===== src/rtl/machine_timer.sv =====
// machine_timer: memory-mapped RISC-V style mtime/mtimecmp/msip timer with a
// prescaled 64-bit counter and registered single-cycle register access.
`ifndef ADDR_WIDTH
`define ADDR_WIDTH 32
`endif
`ifndef DATA_WIDTH
`define DATA_WIDTH 32
`endif

module machine_timer #(
  parameter int unsigned PRESCALE = 1
) (
  input  logic                   clk_i,
  input  logic                   rst_n_i,
  input  logic                   req_i,
  input  logic                   we_i,
  input  logic [`ADDR_WIDTH-1:0] addr_i,
  input  logic [`DATA_WIDTH-1:0] wdata_i,
  output logic [`DATA_WIDTH-1:0] rdata_o,
  output logic                   ack_o,
  output logic                   timer_interrupt_o,
  output logic                   software_interrupt_o
);
  localparam logic [4:0] A_MSIP = 5'h00;
  localparam logic [4:0] A_CMPL = 5'h04;
  localparam logic [4:0] A_CMPH = 5'h08;
  localparam logic [4:0] A_MTL  = 5'h0C;
  localparam logic [4:0] A_MTH  = 5'h10;
  localparam logic [4:0] A_CTRL = 5'h14;
  localparam logic [15:0] P_LAST = 16'(PRESCALE - 1);
  logic [15:0] presc_q, presc_d;
  logic [63:0] mtime_q, mtime_d, mtimecmp_q, mtimecmp_d;
  logic [31:0] rdata_q, rdata_d, rd_val;
  logic        msip_q, msip_d, ctrl_q, ctrl_d, ack_q, ack_d, tint_q, tint_d;
  logic        wr, tick;
  logic [4:0]  a;
  logic        addr_unused;
  assign a = addr_i[4:0];
  assign addr_unused = ^addr_i[`ADDR_WIDTH-1:5];
  always_comb begin
    wr = req_i && we_i;
    tick = ctrl_q && presc_q == P_LAST;
    presc_d = (wr && a == A_CTRL) ? 16'd0 : tick ? 16'd0 : ctrl_q ? presc_q + 16'd1 : presc_q;
    // A half-write wins over a coincident increment; the other half keeps its old value.
    mtime_d = (wr && a == A_MTL) ? {mtime_q[63:32], wdata_i} :
              (wr && a == A_MTH) ? {wdata_i, mtime_q[31:0]} :
              tick ? mtime_q + 64'd1 : mtime_q;
    mtimecmp_d = (wr && a == A_CMPL) ? {mtimecmp_q[63:32], wdata_i} :
                 (wr && a == A_CMPH) ? {wdata_i, mtimecmp_q[31:0]} : mtimecmp_q;
    msip_d = (wr && a == A_MSIP) ? wdata_i[0] : msip_q;
    ctrl_d = (wr && a == A_CTRL) ? wdata_i[0] : ctrl_q;
    tint_d = mtime_q >= mtimecmp_q;
    ack_d = req_i;
    case (a)
      A_MSIP:  rd_val = {31'd0, msip_q};
      A_CMPL:  rd_val = mtimecmp_q[31:0];
      A_CMPH:  rd_val = mtimecmp_q[63:32];
      A_MTL:   rd_val = mtime_q[31:0];
      A_MTH:   rd_val = mtime_q[63:32];
      A_CTRL:  rd_val = {31'd0, ctrl_q};
      default: rd_val = 32'd0;
    endcase
    rdata_d = (req_i && !we_i) ? rd_val : 32'd0;
  end
  always_ff @(posedge clk_i or negedge rst_n_i) begin
    if (!rst_n_i) begin
      presc_q    <= '0;
      mtime_q    <= '0;
      mtimecmp_q <= '1;
      msip_q     <= 1'b0;
      ctrl_q     <= 1'b1;
      ack_q      <= 1'b0;
      rdata_q    <= '0;
      tint_q     <= 1'b0;
    end else begin
      presc_q    <= presc_d;
      mtime_q    <= mtime_d;
      mtimecmp_q <= mtimecmp_d;
      msip_q     <= msip_d;
      ctrl_q     <= ctrl_d;
      ack_q      <= ack_d;
      rdata_q    <= rdata_d;
      tint_q     <= tint_d;
    end
  end
  assign rdata_o = rdata_q;
  assign ack_o = ack_q;
  assign timer_interrupt_o = tint_q;
  assign software_interrupt_o = msip_q;
endmodule


===== config.mk =====
export PLATFORM = sky130hd
export DESIGN_NAME = machine_timer
export DESIGN_NICKNAME = d
export VERILOG_FILES = /design/src/rtl/machine_timer.sv
export SDC_FILE = /design/constraint.sdc
export NUM_CORES = 1
export LEC_CHECK = 0
export BUFFER_PORTS_ARGS = -buffer_cell sky130_fd_sc_hd__buf_2
export CORE_AREA = 2 2 144 146
export DETAILED_ROUTE_END_ITERATION = 12
export DIE_AREA = 0 0 146 148
export GPL_TIMING_DRIVEN = 0
export HOLD_SLACK_MARGIN = 0.15
export PLACE_DENSITY = 0.77
export SYNTH_ARGS = -nofsm -noshare
export SYNTH_HDL_FRONTEND = slang
export SYNTH_SLANG_ARGS = --single-unit

===== constraint.sdc =====
create_clock -name clk_i -period 2.4 [get_ports clk_i]
set_input_delay 0.48 -clock clk_i [delete_from_list [all_inputs] [get_ports clk_i]]
set_output_delay 0.48 -clock clk_i [all_outputs]
set_load 0.05 [all_outputs]

Word level (Yosys, flattened, before mapping)
Index checks and enable logic that the tools add are counted.
{"block": "op_classes", "n_addsub": 2, "order_cmp": 1, "n_eq_ne": 6, "mux": 9, "bitwise_logic": 2, "reduce_logical": 18}
{"cell": "$pmux W32 S6", "n": 1}
{"cell": "$mux W64", "n": 2}
{"cell": "$mux W32", "n": 3}
{"cell": "$add A64 B1 Y64 const B", "n": 1}
{"cell": "$ge A64 B64 Y1", "n": 1}
{"cell": "$mux W16", "n": 3}
{"cell": "$add A16 B1 Y16 const B", "n": 1}
{"cell": "$logic_not A16 Y1", "n": 1}
{"cell": "$eq A5 B4 Y1 const B", "n": 2}
{"cell": "$eq A5 B5 Y1 const B", "n": 2}
{"cell": "$logic_and A1 B1 Y1", "n": 9}
{"cell": "$reduce_and A2 Y1", "n": 3}
{"cell": "$eq A5 B3 Y1 const B", "n": 1}
{"cell": "$logic_not A5 Y1", "n": 1}
{"cell": "$reduce_bool A2 Y1", "n": 2}
{"cell": "$reduce_bool A3 Y1", "n": 1}
{"cell": "$ne A2 B2 Y1 const B", "n": 1}
{"cell": "$not A1 Y1", "n": 2}
{"cell": "$logic_not A1 Y1", "n": 1}
{"block": "totals", "register_bits": 180, "in_bits": 68, "out_inout_bits": 35, "word_cells": 48}

Logic depth before layout (Yosys ltp)
{"block": "logic_depth", "ltp_word": 5, "ltp_mapped": 10, "ltp_nobuf": 8}

Worst setup path after synthesis
OpenSTA, ideal clock, no wires.
{"block": "synth_path", "path_kind": "input -> register", "from": "input port addr_i[3]", "to": "register mtime_q[60]", "setup_time_ns": 0.126, "arrival_ns": 2.351, "t_required_ns": 2.274, "setup_slack_ns": -0.077, "stages": 8, "path_buffers": 3, "cell_sequence": "buf_2 > or4b_1 > or3_1 > clkbuf_1 > buf_2 > o311ai_0 > o41ai_1 > a221o_1"}
{"block": "synth_between", "elab_chain_len": 4, "elab_cells_between_ends": 8, "classes_between": "eq/ne (2); mux (1); bitwise (1); reduce/logical (4)"}
{"element": "start: declaration", "line_no": "17", "rtl": "input logic [`ADDR_WIDTH-1:0] addr_i,"}
{"element": "$eq A5 B5 Y1 or $eq A5 B4 Y1 (tied branches)", "line_no": "46, 45"}
{"element": "$logic_and A1 B1 Y1, on equally long branches", "line_no": "46, 45"}
{"element": "$reduce_bool A2 Y1 (no line) or $not A1 Y1 (tied branches)"}
{"element": "$reduce_and A2 Y1 (no line)"}
{"element": "end signal: assignment", "line_no": "77", "rtl": "mtime_q <= mtime_d;"}
{"element": "end: declaration", "line_no": "32", "rtl": "logic [63:0] mtime_q, mtime_d, mtimecmp_q, mtimecmp_d;"}
Parallel ways exist; a longest one is shown, timed or not. The select of a mux whose other input is x is not followed.
A chain may end at the register's enable or synchronous reset.

Worst setup path after layout
{"block": "layout_path", "from": "register mtime_q[36]", "to": "register mtime_q[63]"}
{"block": "layout_between", "elab_chain_len": 3}
{"element": "$add A64 B1 Y64", "line_no": "47", "rtl": "tick ? mtime_q + 64'd1 : mtime_q;"}
{"element": "$mux W64", "line_no": "47"}
{"element": "$mux W64", "line_no": "46", "rtl": "(wr && a == A_MTH) ? {wdata_i, mtime_q[31:0]} :"}
No other way between the ends. The select of a mux whose other input is x is not followed.

==> flow_summary.json <==
{
  "rsz0062_at_grt": "yes",
  "end_kind": "flop",
  "min_from": "req_i",
  "area_growth_pct": 20.8,
  "synth_area_per_cell_um2": 8.93,
  "cts-root-buf": "clkbuf_16",
  "worstSetupPathType": "reg -> reg",
  "grt_use_total": 0.358,
  "rows": 52,
  "crit_end": "mtime_q[63]$_DFFE_PN0P_",
  "cp_slowest_stage_delay_ns": 0.61,
  "dp_cells": 1567,
  "synthTopCellsByArea": "dfrtp_1 (26%), dfstp_2 (16%), ha_1 (7.7%)",
  "ios": 103,
  "clk_pin_slew_ns": 0.07,
  "synth_ff_type": "dfrtp_1",
  "cap_violations": 0,
  "syn-num-nets": 1358,
  "nFillCells": 1718,
  "initial_core_util": 0.545,
  "cts_sinks": 180,
  "p_leak_nw": 5.67,
  "ant_nets": 0,
  "ys_seq_area_frac": 0.420,
  "synth_warnings": 0,
  "grt_max_degree": 96,
  "fin_crit_ns": 2.46,
  "dieArea_um2": 21600,
  "die_w_um": 146,
  "clock_skew_ns": 0.0105,
  "detail_route.first_pass.iterations": 9,
  "status": "finished with violations",
  "place_congestion": 1.00,
  "dp_hpwl_um": 26500,
  "routed_via_density": 6.71,
  "cts_made_buffers": 17,
  "drc": 0,
  "synth_top_area_share": 0.263,
  "grt-ovfl-total": 0,
  "reg2reg_slack_ns": -0.06,
  "vias": 11032,
  "rr_endpoint": "mtime_q[63]$_DFFE_PN0P_",
  "ys_async_sr_fraction": 1.00,
  "r2r_cells": 6,
  "wl_per_cell_um": 23.7,
  "seq_area_um2": 4600,
  "path_max_fanout": 5,
  "fmax_mhz": 406,
  "path_common_cell": "or4_4",
  "setup_viol": 1,
  "grt_pass1_vias": 10483,
  "arrival_ns": 2.85,
  "clk_latency_ns": 0.45,
  "ys_types": 69,
  "drt_wl_total_um": 39100,
  "fin_util": 0.659,
  "path_cells": "and4_1 > nand4_1 > or4_4 > or4_4 > or3_1 > nand3_1",
  "synth_common_cells": "nand2_1 (117), dfrtp_1 (115), a21oi_1 (111)",
  "hold_viol": 0,
  "grt_pass1_wl_um": 59500,
  "nNetsFinal": 1496,
  "yosys.area.top_type": "dfrtp_1",
  "die_h_um": 148,
  "synth_most_common_cell": "nand2_1",
  "hold_ws_ns": 0.196,
  "tightestPinTransition_ns": 0.867,
  "synth_edf_count": 0,
  "violations": "negative setup slack",
  "fin_cells": 1645,
  "antenna_found_initial": 1,
  "crit_path_start_kind": "flop",
  "multi_input_area_um2": 6200,
  "period_share": 1.03,
  "ir_drop_mv": 0.485,
  "syn_area_um2": 10900,
  "slew_headroom": 0.422,
  "clockBufferDepth": 2,
  "htree_levels": 4,
  "dr.first_iter.drc_count": 1365,
  "portBuffers": 73,
  "ys_ff_latch": 180,
  "drive_gt1_frac": 0.269,
  "reg2reg_from": "mtime_q[36]$_DFFE_PN0P_",
  "hold_path.class": "in -> reg",
  "power_density_nw_per_um2": 705,
  "setup_ws_ns": -0.0645,
  "finalPower_mw": 9.30,
  "synthCells": 1223,
  "place_ws_ns": -0.902,
  "cp.required_ns": 2.78,
  "cts_tree": "built",
  "critPathSlowestCell": "or4_4",
  "core-area_um2": 20000,
  "crit_start": "mtime_q[36]$_DFFE_PN0P_",
  "slew_viol_final": 0
}
[power breakdown]
part	switching [mW]	leakage (nW)	internal, mW
sequential	0.502	2.12	3.56
combinational	1.37	3.27	0.969
clock	1.27	0.283	1.63
total	3.15	5.67	6.16
[sequential cells by signal (all words and copies together) (netlist names)]
name	count
timer_interrupt_o	1
rdata_o	32
software_interrupt_o	1
ack_o	1
presc_q	16
mtimecmp_q	64
mtime_q	64
ctrl_q	1
[repair_timing]
| action | 4_1_cts | 5_1_grt |
|---|---|---|
| endpoints found under the setup margin | 143 | 115 |
| gates resized for setup | 86 | 61 |
| hold buffers | 1 | 0 |
| hold endpoints to repair | 52 | 0 |
| pin swaps | 11 | 16 |
| buffers inserted | 25 | 23 |
[worst max-delay path, delay by kind of cell (launching register included)]
family	cells	cell delay (ns)
and+or+nand+nor	6	1.97
DFF	1	0.44
[area by class of cell]
cell class	instances	area share
Antenna cell	1	0.000190
Buffer	67	0.0274
Clock buffer	22	0.0359
Clock inverter	10	0.00929
Inverter	78	0.0222
Multi-Input combinational cell	894	0.470
Sequential cell	180	0.349
Tap cell	270	0.0256
Timing Repair Buffer	123	0.0610
[routing by layer]
metal,global-route usage,vias to the layer above,share of wire,wire (um)
met5,0,-,0,0
met2,0.572,748,0.46,18000
met4,0.183,0,0.053,2080
li1,-,4836,-,-
met1,0.462,5290,0.38,14800
met3,0.0796,158,0.11,4150
[stage by stage]
step / area [um2] / TNS, ns
2_1_floorplan: 11000 / -0.0424
3_3_place_gp: 11700 / -384.37
3_5_place_dp: 11700 / -96.36
4_1_cts: 12800 / -0.0788
5_1_grt: 13200 / -0.413
6_report: 13200 / -0.0645
[cells in the final DEF, fill, tap and decap left out, types with 17 or more instances in the layout]
master	netlist	routed
clkbuf_16	0	17
o21ai_0	98	94
nand4_1	33	33
nand2_1	117	114
nor2_1	80	76
a21oi_1	111	110
a31oi_1	18	18
nand3_1	43	36
buf_4	2	50
ha_1	67	66
clkbuf_1	47	29
mux2_2	34	34
inv_1	78	78
dfrtp_1	115	100
dfstp_2	65	65
buf_2	14	84
a22oi_1	76	76
o22ai_1	19	19
[worst min path at each step]
stage / end / slack (ns) / cells past startpoint
detailed placement: mtimecmp_q[60]$_DFFE_PN1P_ / 0.48 / 2
global route: ack_o$_DFF_PN0_ / 0.20 / 1
floorplan: ack_o$_DFF_PN0_ / 0.18 / 0
finish: ack_o$_DFF_PN0_ / 0.20 / 1
CTS: ack_o$_DFF_PN0_ / 0.19 / 1
global placement: mtimecmp_q[60]$_DFFE_PN1P_ / 0.48 / 2
[cells by family (layout without fill, tap and decap cells)]
kind of cell | Yosys count | in the layout | share of synthesized area
AOI/OAI and AO/OA | 401 | 401 | 0.230
and+or+nand+nor | 383 | 383 | 0.177
DFF | 180 | 180 | 0.420
buffers and inverters | 149 | 300 | 0.0535
adders and majority gates | 67 | 67 | 0.0767
muxes | 40 | 40 | 0.0405
xor gates and xnor gates | 3 | 3 | 0.00241
other | 0 | 1 | 0
No activity file was read; power rests on OpenSTA's default activity.
